File: config.mk
export PLATFORM = sky130hd
export DESIGN_NAME = prefetcher_top
export DESIGN_NICKNAME = d
export VERILOG_FILES = /design/src/rtl/prefetcher_pkg.sv /design/src/rtl/prefetcher_port.sv /design/src/rtl/prefetcher_top.sv
export SDC_FILE = /design/constraint.sdc
export NUM_CORES = 1
export LEC_CHECK = 0
export ABC_AREA = 1
export CAP_MARGIN = 25
export CORE_ASPECT_RATIO = 2
export CORE_MARGIN = 5
export CORE_UTILIZATION = 51
export CTS_CLUSTER_DIAMETER = 80
export DETAILED_ROUTE_END_ITERATION = 6
export MAX_ROUTING_LAYER = met4
export PLACE_DENSITY = 0.81
export SETUP_SLACK_MARGIN = 0.1
export SLEW_MARGIN = 40
export SYNTH_ARGS = -nofsm -noshare
export SYNTH_HDL_FRONTEND = slang
export SYNTH_SLANG_ARGS = --single-unit
File: constraint.sdc
create_clock -name clk -period 3.9 [get_ports clk]
set_input_delay 0.78 -clock clk [delete_from_list [all_inputs] [get_ports clk]]
set_output_delay 0.78 -clock clk [all_outputs]
set_load 0.02 [all_outputs]
File: src/rtl/prefetcher_pkg.sv
// Shared types and defaults for the sequential prefetch engine.
package prefetcher_pkg;

    localparam int ADDR_W = 32;
    localparam int DATA_W = 32;
    localparam int IDX_W  = 16;

    localparam logic [ADDR_W-1:0] DEF_CACHE_BASE  = 32'h0000_1000;
    localparam logic [ADDR_W-1:0] DEF_STRBUF_BASE = 32'h0000_2000;
    localparam logic [ADDR_W-1:0] DEF_DEST_BASE   = 32'h0000_3000;
    localparam logic [ADDR_W-1:0] DEF_STRIDE      = 32'd4;

    typedef enum logic [3:0] {
        ST_IDLE  = 4'd0,
        ST_REQ   = 4'd1,
        ST_WAIT  = 4'd2,
        ST_WRITE = 4'd3,
        ST_DONE  = 4'd4
    } state_t;

    // base + idx*stride, wrapping at 32 bits
    function automatic logic [ADDR_W-1:0] stride_addr(input logic [ADDR_W-1:0] base,
                                                      input logic [IDX_W-1:0]  idx,
                                                      input logic [ADDR_W-1:0] stride);
        return base + ADDR_W'(idx) * stride;
    endfunction

endpackage

File: src/rtl/prefetcher_port.sv
// One read port: request handshake, accept/capture tracking, data register
// and address generator. Next-state flags/data are exported so the
// controller can advance on the same edge that completes a handshake.
module prefetch_port
    import prefetcher_pkg::*;
#(
    parameter logic [ADDR_W-1:0] BASE   = DEF_CACHE_BASE,
    parameter logic [ADDR_W-1:0] STRIDE = DEF_STRIDE
) (
    input  logic              clk,
    input  logic              rst_n,
    input  logic              issue_i,
    input  logic [IDX_W-1:0]  issue_idx_i,
    input  logic              wait_i,
    input  logic              ready_i,
    input  logic [DATA_W-1:0] data_i,
    output logic              req_o,
    output logic [ADDR_W-1:0] addr_o,
    output logic              acc_d_o,
    output logic              cap_d_o,
    output logic [DATA_W-1:0] data_d_o
);

    logic              req_q, req_d;
    logic              acc_q, acc_d;
    logic              cap_q, cap_d;
    logic [DATA_W-1:0] data_q, data_d;
    logic [ADDR_W-1:0] addr_q, addr_d;
    logic              accept_now, capture;

    // Handshake bookkeeping; a new issue clears the previous iteration's flags.
    always_comb begin
        accept_now = req_q & (wait_i | ready_i);
        // data is only wanted while this iteration's read is outstanding
        capture    = (req_q | acc_q) & ~cap_q & ready_i;
        req_d      = issue_i ? 1'b1 : (req_q & ~accept_now);
        acc_d      = issue_i ? 1'b0 : (acc_q | accept_now);
        cap_d      = issue_i ? 1'b0 : (cap_q | capture);
        data_d     = capture ? data_i : data_q;
        addr_d     = issue_i ? stride_addr(BASE, issue_idx_i, STRIDE) : addr_q;
    end

    // Port state registers.
    always_ff @(posedge clk or negedge rst_n) begin
        if (!rst_n) begin
            req_q  <= 1'b0;
            acc_q  <= 1'b0;
            cap_q  <= 1'b0;
            data_q <= '0;
            addr_q <= '0;
        end else begin
            req_q  <= req_d;
            acc_q  <= acc_d;
            cap_q  <= cap_d;
            data_q <= data_d;
            addr_q <= addr_d;
        end
    end

    assign req_o    = req_q;
    assign addr_o   = addr_q;
    assign acc_d_o  = acc_d;
    assign cap_d_o  = cap_d;
    assign data_d_o = data_d;

endmodule

File: src/rtl/prefetcher_top.sv
// Prefetch engine: per trigger, NUM_LOADS iterations of cache + store-buffer
// reads followed by one merged (summed) write-out.
module prefetcher_top
    import prefetcher_pkg::*;
#(
    parameter int unsigned       NUM_LOADS   = 10,
    parameter logic [ADDR_W-1:0] CACHE_BASE  = DEF_CACHE_BASE,
    parameter logic [ADDR_W-1:0] STRBUF_BASE = DEF_STRBUF_BASE,
    parameter logic [ADDR_W-1:0] DEST_BASE   = DEF_DEST_BASE,
    parameter logic [ADDR_W-1:0] STRIDE      = DEF_STRIDE
) (
    input  logic              clk,
    input  logic              reset,
    input  logic              trigger,
    output logic              cache_data_req_o,
    output logic [ADDR_W-1:0] cache_r_addr_o,
    output logic              strBuf_data_req_o,
    output logic [ADDR_W-1:0] strBuf_r_addr_o,
    input  logic              wait_cache,
    input  logic              wait_strBuf,
    input  logic              cache_data_ready,
    input  logic              strBuf_data_ready,
    input  logic [DATA_W-1:0] cache_data_i,
    input  logic [DATA_W-1:0] strBuf_data_i,
    output logic [ADDR_W-1:0] w_addr_o,
    output logic [DATA_W-1:0] w_data_o,
    output logic [3:0]        outState
);

    localparam logic [IDX_W-1:0] LAST_IDX = IDX_W'(NUM_LOADS);

    state_t            state_q, state_d;
    logic [IDX_W-1:0]  idx_q, idx_d;
    logic [ADDR_W-1:0] w_addr_q, w_addr_d;
    logic [DATA_W-1:0] w_data_q, w_data_d;
    logic              issue;
    logic              c_acc_d, c_cap_d, s_acc_d, s_cap_d;
    logic [DATA_W-1:0] c_data_d, s_data_d;

    prefetch_port #(.BASE(CACHE_BASE), .STRIDE(STRIDE)) u_cache (
        .clk         (clk),
        .rst_n       (reset),
        .issue_i     (issue),
        .issue_idx_i (idx_d),
        .wait_i      (wait_cache),
        .ready_i     (cache_data_ready),
        .data_i      (cache_data_i),
        .req_o       (cache_data_req_o),
        .addr_o      (cache_r_addr_o),
        .acc_d_o     (c_acc_d),
        .cap_d_o     (c_cap_d),
        .data_d_o    (c_data_d)
    );

    prefetch_port #(.BASE(STRBUF_BASE), .STRIDE(STRIDE)) u_strbuf (
        .clk         (clk),
        .rst_n       (reset),
        .issue_i     (issue),
        .issue_idx_i (idx_d),
        .wait_i      (wait_strBuf),
        .ready_i     (strBuf_data_ready),
        .data_i      (strBuf_data_i),
        .req_o       (strBuf_data_req_o),
        .addr_o      (strBuf_r_addr_o),
        .acc_d_o     (s_acc_d),
        .cap_d_o     (s_cap_d),
        .data_d_o    (s_data_d)
    );

    // Next-state logic; write-out is loaded on the edge entering WRITE so it
    // is valid for the whole WRITE cycle.
    always_comb begin
        state_d  = state_q;
        idx_d    = idx_q;
        issue    = 1'b0;
        w_addr_d = w_addr_q;
        w_data_d = w_data_q;
        unique case (state_q)
            ST_IDLE: begin
                if (trigger) begin
                    state_d = ST_REQ;
                    idx_d   = '0;
                    issue   = 1'b1;
                end
            end
            ST_REQ: begin
                if (c_acc_d && s_acc_d) state_d = ST_WAIT;
            end
            ST_WAIT: begin
                if (c_cap_d && s_cap_d) begin
                    state_d  = ST_WRITE;
                    w_addr_d = stride_addr(DEST_BASE, idx_q, STRIDE);
                    w_data_d = c_data_d + s_data_d;
                end
            end
            ST_WRITE: begin
                idx_d = idx_q + 1'b1;
                if (idx_d == LAST_IDX) begin
                    state_d = ST_DONE;
                end else begin
                    state_d = ST_REQ;
                    issue   = 1'b1;
                end
            end
            ST_DONE:  state_d = ST_IDLE;
            default:  state_d = ST_IDLE;
        endcase
    end

    // Controller registers.
    always_ff @(posedge clk or negedge reset) begin
        if (!reset) begin
            state_q  <= ST_IDLE;
            idx_q    <= '0;
            w_addr_q <= '0;
            w_data_q <= '0;
        end else begin
            state_q  <= state_d;
            idx_q    <= idx_d;
            w_addr_q <= w_addr_d;
            w_data_q <= w_data_d;
        end
    end

    assign w_addr_o = w_addr_q;
    assign w_data_o = w_data_q;
    assign outState = state_q;

endmodule

* Word-level counts from Yosys, hierarchy flattened
Index checks and enable logic that the tools add are counted.
Operators by class: magnitude comparators 0, shift operators 0, reductions and logical operators 5, divide/modulo/power cells 0, multiply operators 0, add/subtract/negate cells 5, bitwise logic cells 20, equality and inequality tests 7, muxes and demuxes 18
Operators by type and width (count):
- two-way mux 32 bit | 2
- adder 14 x 18 -> 19 bit, first input constant | 2
- adder 32 bit | 1
- case mux 16 bit (2 select lines) | 1
- adder 13 x 18 -> 19 bit, first input constant | 1
- adder 16 x 1 -> 16 bit, second input constant | 1
- equality test 16 x 4 -> 1 bit, second input constant | 1
- two-way mux 16 bit | 1
- case mux 4 bit (4 select lines) | 1
- two-way mux 4 bit | 3
- bitwise AND 1 bit | 8
- equality test 4 x 2 -> 1 bit, second input constant | 2
- two-way mux 1 bit | 8
- bitwise OR 1 bit | 8
- != test 2 bit, second input constant | 3
- equality test 4 x 1 -> 1 bit, second input constant | 1
- logical NOT 4 bit | 1
- NOT 1 bit | 4
- two-way mux 3 bit | 1
- AND reduction 3 bit | 1
- logical AND 1 bit | 2
- case mux 1 bit (2 select lines) | 1
- AND reduction 2 bit | 1
Word-level totals: word-level logic and storage cells 69, latch bits 0, bits in writable memories 0, memories kept 0, flip-flop bits (word level) 218, ROM bits 0

* Logic depth before layout (Yosys ltp)
Gate-level depths: netlist of run 1.
word-level depth 8, depth in mapped cells 19

* Hierarchy
A second synthesis of run 1 with hierarchy kept.
Second synthesis, totals: cells, all modules 1230, area total of the unflattened synthesis 9689.3 sq um
By module, submodules not included:
- prefetcher_top | area an instance 5056.1 sq um, seq. area each 1701.6 sq um, times used 1, cells each 723
- prefetch_port (u_cache) | area an instance 2359.8 sq um, seq. area each 1301.2 sq um, times used 1, cells each 256
- prefetch_port (u_strbuf) | area an instance 2273.4 sq um, seq. area each 1301.2 sq um, times used 1, cells each 251

* Worst setup path after synthesis of run 1
OpenSTA, ideal clock, no wires.
path kind input to register, start point in strBuf_data_ready, end point reg w_data_q[22] (netlist: w_data_o[22]), cell stages on the path 13, setup slack 0.331 ns, arrival 3.447 ns, path through o211ai_1 > clkbuf_1 > mux2_2 > ha_1 > inv_1 > fa_1 > o21ai_0 > a21oi_1 > o21ai_0 > a21oi_1 > o21ai_0 > xnor2_1 > o21ai_1
RTL lines:
- start, declared | RTL line prefetcher_top.sv:22 | input logic strBuf_data_ready,
- bitwise AND 1 bit | RTL line prefetcher_port.sv:35 | capture = (req_q | acc_q) & ~cap_q & ready_i;
- two-way mux 32 bit | RTL line prefetcher_port.sv:39 | data_d = capture ? data_i : data_q;
- via s_data_d[0] | RTL line prefetcher_top.sv:38 | logic [DATA_W-1:0] c_data_d, s_data_d;
- adder 32 bit | RTL line prefetcher_top.sv:93 | w_data_d = c_data_d + s_data_d;
- end signal, assigned | RTL line prefetcher_top.sv:121 | w_data_q <= w_data_d;
- end, declared | RTL line prefetcher_top.sv:35 | logic [DATA_W-1:0] w_data_q, w_data_d;
The timed path passes the listed nets, and every way through them passes these cells. A chain may end at the register's enable or synchronous reset.

* Final worst setup path of run 1
start point in cache_data_ready, end point reg w_data_q[22] (netlist: w_data_o[22])
RTL lines:
- start, declared | RTL line prefetcher_top.sv:21 | input logic cache_data_ready,
- bitwise AND 1 bit | RTL line prefetcher_port.sv:35
- two-way mux 32 bit | RTL line prefetcher_port.sv:39
- via c_data_d[3] | RTL line prefetcher_top.sv:38
- adder 32 bit | RTL line prefetcher_top.sv:93
The timed path passes the listed nets, and every way through them passes these cells.

==> results of run 1 <==
## Yosys cell counts (3+ instances only)
library cell	count
xor2_1	19
o21ai_2	21
xnor2_1	20
o21ai_1	27
mux2_2	31
o21ai_0	42
nand4_1	9
nand3_1	36
buf_6	8
dfrtp_1	162
nor2_4	3
o22ai_1	4
a21o_1	6
or2_2	4
buf_4	56
nand2_1	324
clkbuf_1	14
buf_2	3
nor2_1	55
nor3_1	6
a21oi_1	49
ha_1	37
inv_1	77
## layout by cell type (no fill, tap or decap), types with 3 or more instances in the layout
cell / instances
a21o_1: 6
clkinv_4: 4
nor3_1: 6
conb_1: 46
nor2_4: 3
a21oi_1: 49
o21ai_1: 27
dfrtp_1: 162
mux2_2: 31
nor2_1: 55
o22ai_1: 4
nand4_1: 9
buf_12: 5
xor2_1: 19
ha_1: 37
nand2_1: 324
xnor2_1: 20
clkbuf_16: 17
inv_6: 4
nand3_1: 36
o21ai_0: 42
inv_1: 77
clkdlybuf4s50_1: 157
buf_4: 72
o21ai_2: 21
or2_2: 4
## power by group
group	switching, mW	internal [mW]	total (mW)
clock	0.740	0.962	1.70
combinational	3.88	2.97	6.85
sequential	0.292	2.29	2.58
total	4.91	6.23	11.1
## through the flow
stage               std cells  setup TNS, ns  hold WS (ns)  power (mW)
global route             1481              0         0.278        11.9
detailed placement       1448         -0.103         0.468        9.36
floorplan                1084              0         0.450        6.53
CTS                      1480              0         0.421        11.2
finish                   1481              0         0.252        11.1
global placement         1448        -0.0483         0.463        9.25
## sequential cells by signal, summed over array words and instances (netlist names)
register	cells
idx_q	16
u_cache.cap_q	1
u_strbuf.data_q	32
u_strbuf.addr_o	7
u_strbuf.req_o	1
w_data_o	32
u_cache.data_q	32
u_cache.req_o	1
w_addr_o	17
u_cache.acc_q	1
u_strbuf.cap_q	1
outState	3
u_strbuf.acc_q	1
u_cache.addr_o	17
## cell families (layout without fill, tap and decap cells)
| kind of cell | after synthesis | in the layout | share of synthesized area [%] |
|---|---|---|---|
| flops | 162 | 162 | 45.7 |
| xor+xnor | 39 | 39 | 3.85 |
| simple gates | 447 | 447 | 20.5 |
| compound gates | 161 | 161 | 10.6 |
| mux | 31 | 31 | 3.94 |
| buf+inv | 160 | 347 | 9.87 |
| other cells | 1 | 46 | 0.0423 |
| fa+ha+maj | 38 | 38 | 5.45 |
## area by class of cell
type / instances / area (um^2) / area share, %
flip-flops and latches: 162 / 4050 / 35.0
multi-input cells: 762 / 4100 / 35.5
repair buffers: 236 / 2250 / 19.5
clock buffers: 17 / 425 / 3.68
clock inverters: 15 / 173 / 1.49
well taps: 210 / 263 / 2.27
inverters: 79 / 297 / 2.56
## worst max-delay path, stage by stage
cell and delay [ns]:
clkdlybuf4s50_1 0.52, nand3_1 0.17, inv_1 0.16, buf_4 0.21
nand2_1 0.07, nand2_1 0.11, ha_1 0.28, a21oi_1 0.14
o21ai_0 0.09, buf_4 0.15, a21oi_1 0.21, o21ai_0 0.17
a21oi_1 0.41, o21ai_0 0.17, xnor2_1 0.16, o21ai_1 0.07
## worst paths after layout
kind / start / endpoint / cells past startpoint
setup / recovery: cache_data_ready / w_data_o[22] / 16
hold / removal: reset / u_strbuf.addr_o[15] / 1
setup reg to reg: u_strbuf.req_o / w_data_o[27] / 13
hold reg to reg: w_addr_o[8] / w_addr_o[8] / 2
max in group asynchronous: reset / w_data_o[16] / 2
min in group clk: w_addr_o[8] / w_addr_o[8] / 2
## metal layers
metal	wire length (um)	up-vias
met3	1210	102
li1	-	3703
met2	15100	288
met1	8340	3649
met4	1790	0
met5	0	-
==> out/metrics.csv, run 1 <==
stage,metric,value,unit
timing,headroom to the max-slew limit,58.8,%
synthesis,Syn Area/Cell,8.53,um^2
placement,Area after DPL,10900,um^2
timing,Final setup viols,0,
timing,final period utilization,91.5,%
synthesis,#FFs+latches synth,162,
synthesis,Yosys warnings,0,
drt,final routed DRC violation total,0,
floorplanning,Die Width,103,um
final_layout,layout cell share with drive strength beyond 1,14.0,%
drt,Initial DRC Count,397,
synthesis,dominant cell type by area after synthesis,dfrtp_1,
floorplanning,Die ar.,20300,um^2
floorplanning,initial core utilization,51.6,%
synthesis,area share of the largest cell type after synthesis,45.7,%
synthesis,Mapped Area,8860,um^2
pwr,Leak,5.66,nW
final_layout,area delta synth->final,30.5,%
final_layout,# nets final,1367,
synthesis,Yosys cell types,40,
synthesis,sequential area share after synthesis,45.7,%
timing,Final WS setup,0.332,ns
timing,final hold vios,0,
timing,RSZ-0062 raised after global routing,no,
placement,I/O Buffers,158,
clocking,postcts setup bufs,0,
clocking,CTS root buf,clkbuf_16,
synthesis,ranking of synthesized cells by area,"dfrtp_1 (46%), nand2_1 (14%), ha_1 (5.2%)",
floorplanning,Core ar.,17200,um^2
pwr,Peak supply drop,0.863,mV
global_route,grt total ovfl,0,
run_status,outcome,completed,
critical_path,WS Path Type,in -> reg,
global_route,antenna violations before repair,0,
clocking,CTS Hold Bufs,0,
synthesis,Synth async-reset ratio,100,%
synthesis,Post-synth top flop,dfrtp_1,
final_layout,Layout Utilization,67.3,%
timing,Tightest Pin Transition,0.614,ns
drt,ANT nets after route,0,
pwr,PD cells,963,nW/um^2
critical_path,worst reg-to-reg setup slack,0.61,ns
drt,DRT Pass-1 Iters,4,
flow_run,max-cap viol count,0,
timing,Worst Clk Skew,0.0125,ns
synthesis,Mapped Cells,1039,
clocking,CTS tree,done,
timing,Slew Limit Fails,0,
final_layout,post-route cell area,11600,um^2
global_route,first-pass GRT wire length,41100,um
clocking,CTS Buf Count,17,
clocking,CTS Buffer Depth,2,
timing,fmax,0.280,GHz
timing,Final min period,3.57,ns
clocking,Clock transition at path regs,0.07,ns
drt,DRT Wirelength,26400,um
global_route,grt met3 use,3.40,%
final_layout,fill count,1419,
clocking,clock tree sinks,162,
placement,Place WS,-0.0363,ns
drt,DR vias/cell,5.23,
global_route,Top Usage Layer GRT,met2,
drt,drt wl/cell,17.8,um
synthesis,Post-synth EDFFs,0,
clocking,clk_lat worst skew,0.43,ns
critical_path,critical path capture point type,register,
critical_path,data arrival time of the critical path,3.88,ns
clocking,post-CTS resize count,0,
placement,dpl hpwl,20800,um
critical_path,critical path launch point type,primary input,
global_route,largest net degree at the start of global routing,98,
drt,via count,7742,
final_layout,ANT cells,0,
critical_path,Critical Path Fanout Max,10,
global_route,met2 usage,51.3,%
floorplanning,I/O pins,205,
worst_hold_path,Hold WC Path Type,in -> async,
global_route,grt met1 use,25.4,%
clocking,H-tree depth,4,
floorplanning,row cnt,68,
critical_path,Worst EP required,4.21,ns
global_route,vias in the first global route,8203,
global_route,GRT Overall Usage,27.6,%
placement,GPL Wtd Cong,1.02,
floorplanning,Die Y,196,um
Power figures use the tool's default switching activity.
==> inputs of run 2 (changes only) <==
CTS_CLUSTER_SIZE = 25   (was not set)
==> results of run 2 <==
No change in the layout: final DEF, timing and power equal those of run 1.
==> variant (config.mk and constraints of run 1) <==
Reset style: synchronous (`reset` and `rst_n`), changed in 2 clocked blocks.
--- a/src/rtl/prefetcher_port.sv
+++ b/src/rtl/prefetcher_port.sv
@@ -42,5 +42,5 @@
 
     // Port state registers.
-    always_ff @(posedge clk or negedge rst_n) begin
+    always_ff @(posedge clk) begin
         if (!rst_n) begin
             req_q  <= 1'b0;
--- a/src/rtl/prefetcher_top.sv
+++ b/src/rtl/prefetcher_top.sv
@@ -109,5 +109,5 @@
 
     // Controller registers.
-    always_ff @(posedge clk or negedge reset) begin
+    always_ff @(posedge clk) begin
         if (!reset) begin
             state_q  <= ST_IDLE;
Behaviour: differs if reset is asserted again (counterexample within 4 cycles, from zero or initial values and one cycle with reset low); with reset held inactive, the same outputs for 4 cycles.
==> variant against run 1 <==
Register-to-register slack got worse by 0.12 ns; sequential share of layout area decreased by 7.9 points; cell area rose by 3.2%; synthesized area increased by 4.7%; cell count up 15%; routed wire length increased by 6.7%; sequential cell count did not move; setup slack better by 0.0095 ns; via count up 17%; fmax up 0.27%; die area increased by 4.4%; highest routed layer unchanged.
Power is not compared: it rests on default switching activity, and its combinational part moved more than twofold at a synthesized area within 25%.
==> variant: results (changes against run 1) <==
<table>
<tr><th>Metric</th><th>Value</th></tr>
<tr><th colspan="2">Final layout</th></tr>
<tr><td>Count of nets after finishing</td><td>1,592 (was 1,367)</td></tr>
<tr><td>Share of cells above drive strength 1</td><td>0.138 (was 0.140)</td></tr>
<tr><th colspan="2">Route</th></tr>
<tr><td>Router iterations before antenna repair</td><td>5 (was 4)</td></tr>
<tr><td>Post-route met1 wirelength</td><td>9.52 mm (was 8.34 mm)</td></tr>
<tr><td>Met3 routed WL</td><td>1.14 mm (was 1.21 mm)</td></tr>
<tr><td>Vias per std cell</td><td>5.30 (was 5.23)</td></tr>
<tr><td>Sum of met2 wire segment lengths after detailed routing</td><td>15.6 mm (was 15.1 mm)</td></tr>
<tr><th colspan="2">Global route</th></tr>
<tr><td>Met3 global-route usage</td><td>0.0377 (was 0.0340)</td></tr>
<tr><td>Number of global-route vias before repair</td><td>9,190 (was 8,203)</td></tr>
<tr><th colspan="2">Synth</th></tr>
<tr><td>Area share of xor/xnor cells in the synthesized design</td><td>0.0368 (was 0.0385)</td></tr>
<tr><td>Share of flip-flops with an asynchronous set or reset after synthesis</td><td>0 (was 1.00)</td></tr>
<tr><td>Dominant cells by area after synthesis</td><td>sky130_fd_sc_hd__dfxtp_1, sky130_fd_sc_hd__a21oi_1, sky130_fd_sc_hd__inv_1, sky130_fd_sc_hd__nand2_1, sky130_fd_sc_hd__ha_1 (was sky130_fd_sc_hd__dfrtp_1, sky130_fd_sc_hd__nand2_1, sky130_fd_sc_hd__ha_1, sky130_fd_sc_hd__buf_4, sky130_fd_sc_hd__mux2_2)</td></tr>
<tr><td>Compound-cell area share of the yosys netlist</td><td>0.208 (was 0.106)</td></tr>
<tr><th colspan="2">Setup path</th></tr>
<tr><td>Reg2reg setup slack</td><td>0.49 ns (was 0.61 ns)</td></tr>
<tr><td>Endpoint arrival time on the critical path</td><td>3.94 ns (was 3.88 ns)</td></tr>
<tr><th colspan="2">Timing</th></tr>
<tr><td>Slew HR</td><td>0.477 (was 0.588)</td></tr>
<tr><td>Worst-case clock skew</td><td>0.00864 ns (was 0.0125 ns)</td></tr>
<tr><th colspan="2">Outcome</th></tr>
<tr><td>Run status</td><td>complete, no violations (unchanged)</td></tr>
<tr><th colspan="2">Placement</th></tr>
<tr><td>Worst slack at placement</td><td>-0.104 ns (was -0.0363 ns)</td></tr>
<tr><td>Estimated wirelength of the detail-placed design</td><td>21.7 mm (was 20.8 mm)</td></tr>
</table>
## variant: layout make-up
type                       instances  share of cell area
tap                              213              0.0223
inverter                         206              0.0648
multi-input combinational        860               0.401
sequential                       162               0.272
clock buffer                      18              0.0368
timing repair buffer             236               0.185
clock inverter                    14              0.0182
## variant: power by group
| group | internal [uW] | switching (uW) | total [uW] |
|---|---|---|---|
| clock | 1120 | 770 | 1890 |
| combinational | 1040 | 1390 | 2430 |
| sequential | 1810 | 63.6 | 1870 |
| total | 3970 | 2220 | 6190 |
## variant: through the flow
stage / util / area, um2 / instances / total power (uW)
6_report: 0.668 / 11900 / 1709 / 6190
2_1_floorplan: - / 9450 / 1335 / 3410
3_3_place_gp: 0.631 / 11300 / 1677 / 4240
5_1_grt: 0.668 / 11900 / 1709 / 6530
4_1_cts: 0.668 / 11900 / 1709 / 6200
3_5_place_dp: 0.631 / 11300 / 1677 / 4280
## variant: worst paths after layout
path / startpoint / endpoint / cells past startpoint
worst max-delay path: cache_data_ready / w_data_o[17]$_SDFFE_PN0P_ / 18
worst min-delay path: w_addr_o[18]$_SDFFE_PN0P_ / w_addr_o[18]$_SDFFE_PN0P_ / 2
worst max register to register: u_cache.req_o$_SDFF_PN0_ / w_data_o[17]$_SDFFE_PN0P_ / 18
worst min register to register: w_addr_o[18]$_SDFFE_PN0P_ / w_addr_o[18]$_SDFFE_PN0P_ / 2
## variant: worst min-delay path, stage by stage (launching register included)
cell                      delay, ns
sky130_fd_sc_hd__dfxtp_1       0.31
sky130_fd_sc_hd__nand2_1       0.06
sky130_fd_sc_hd__a21oi_1       0.05
## variant: timing repair
action,CTS,global route
buffers inserted,0,0
endpoints found under the setup margin,0,1
gates resized for setup,0,1
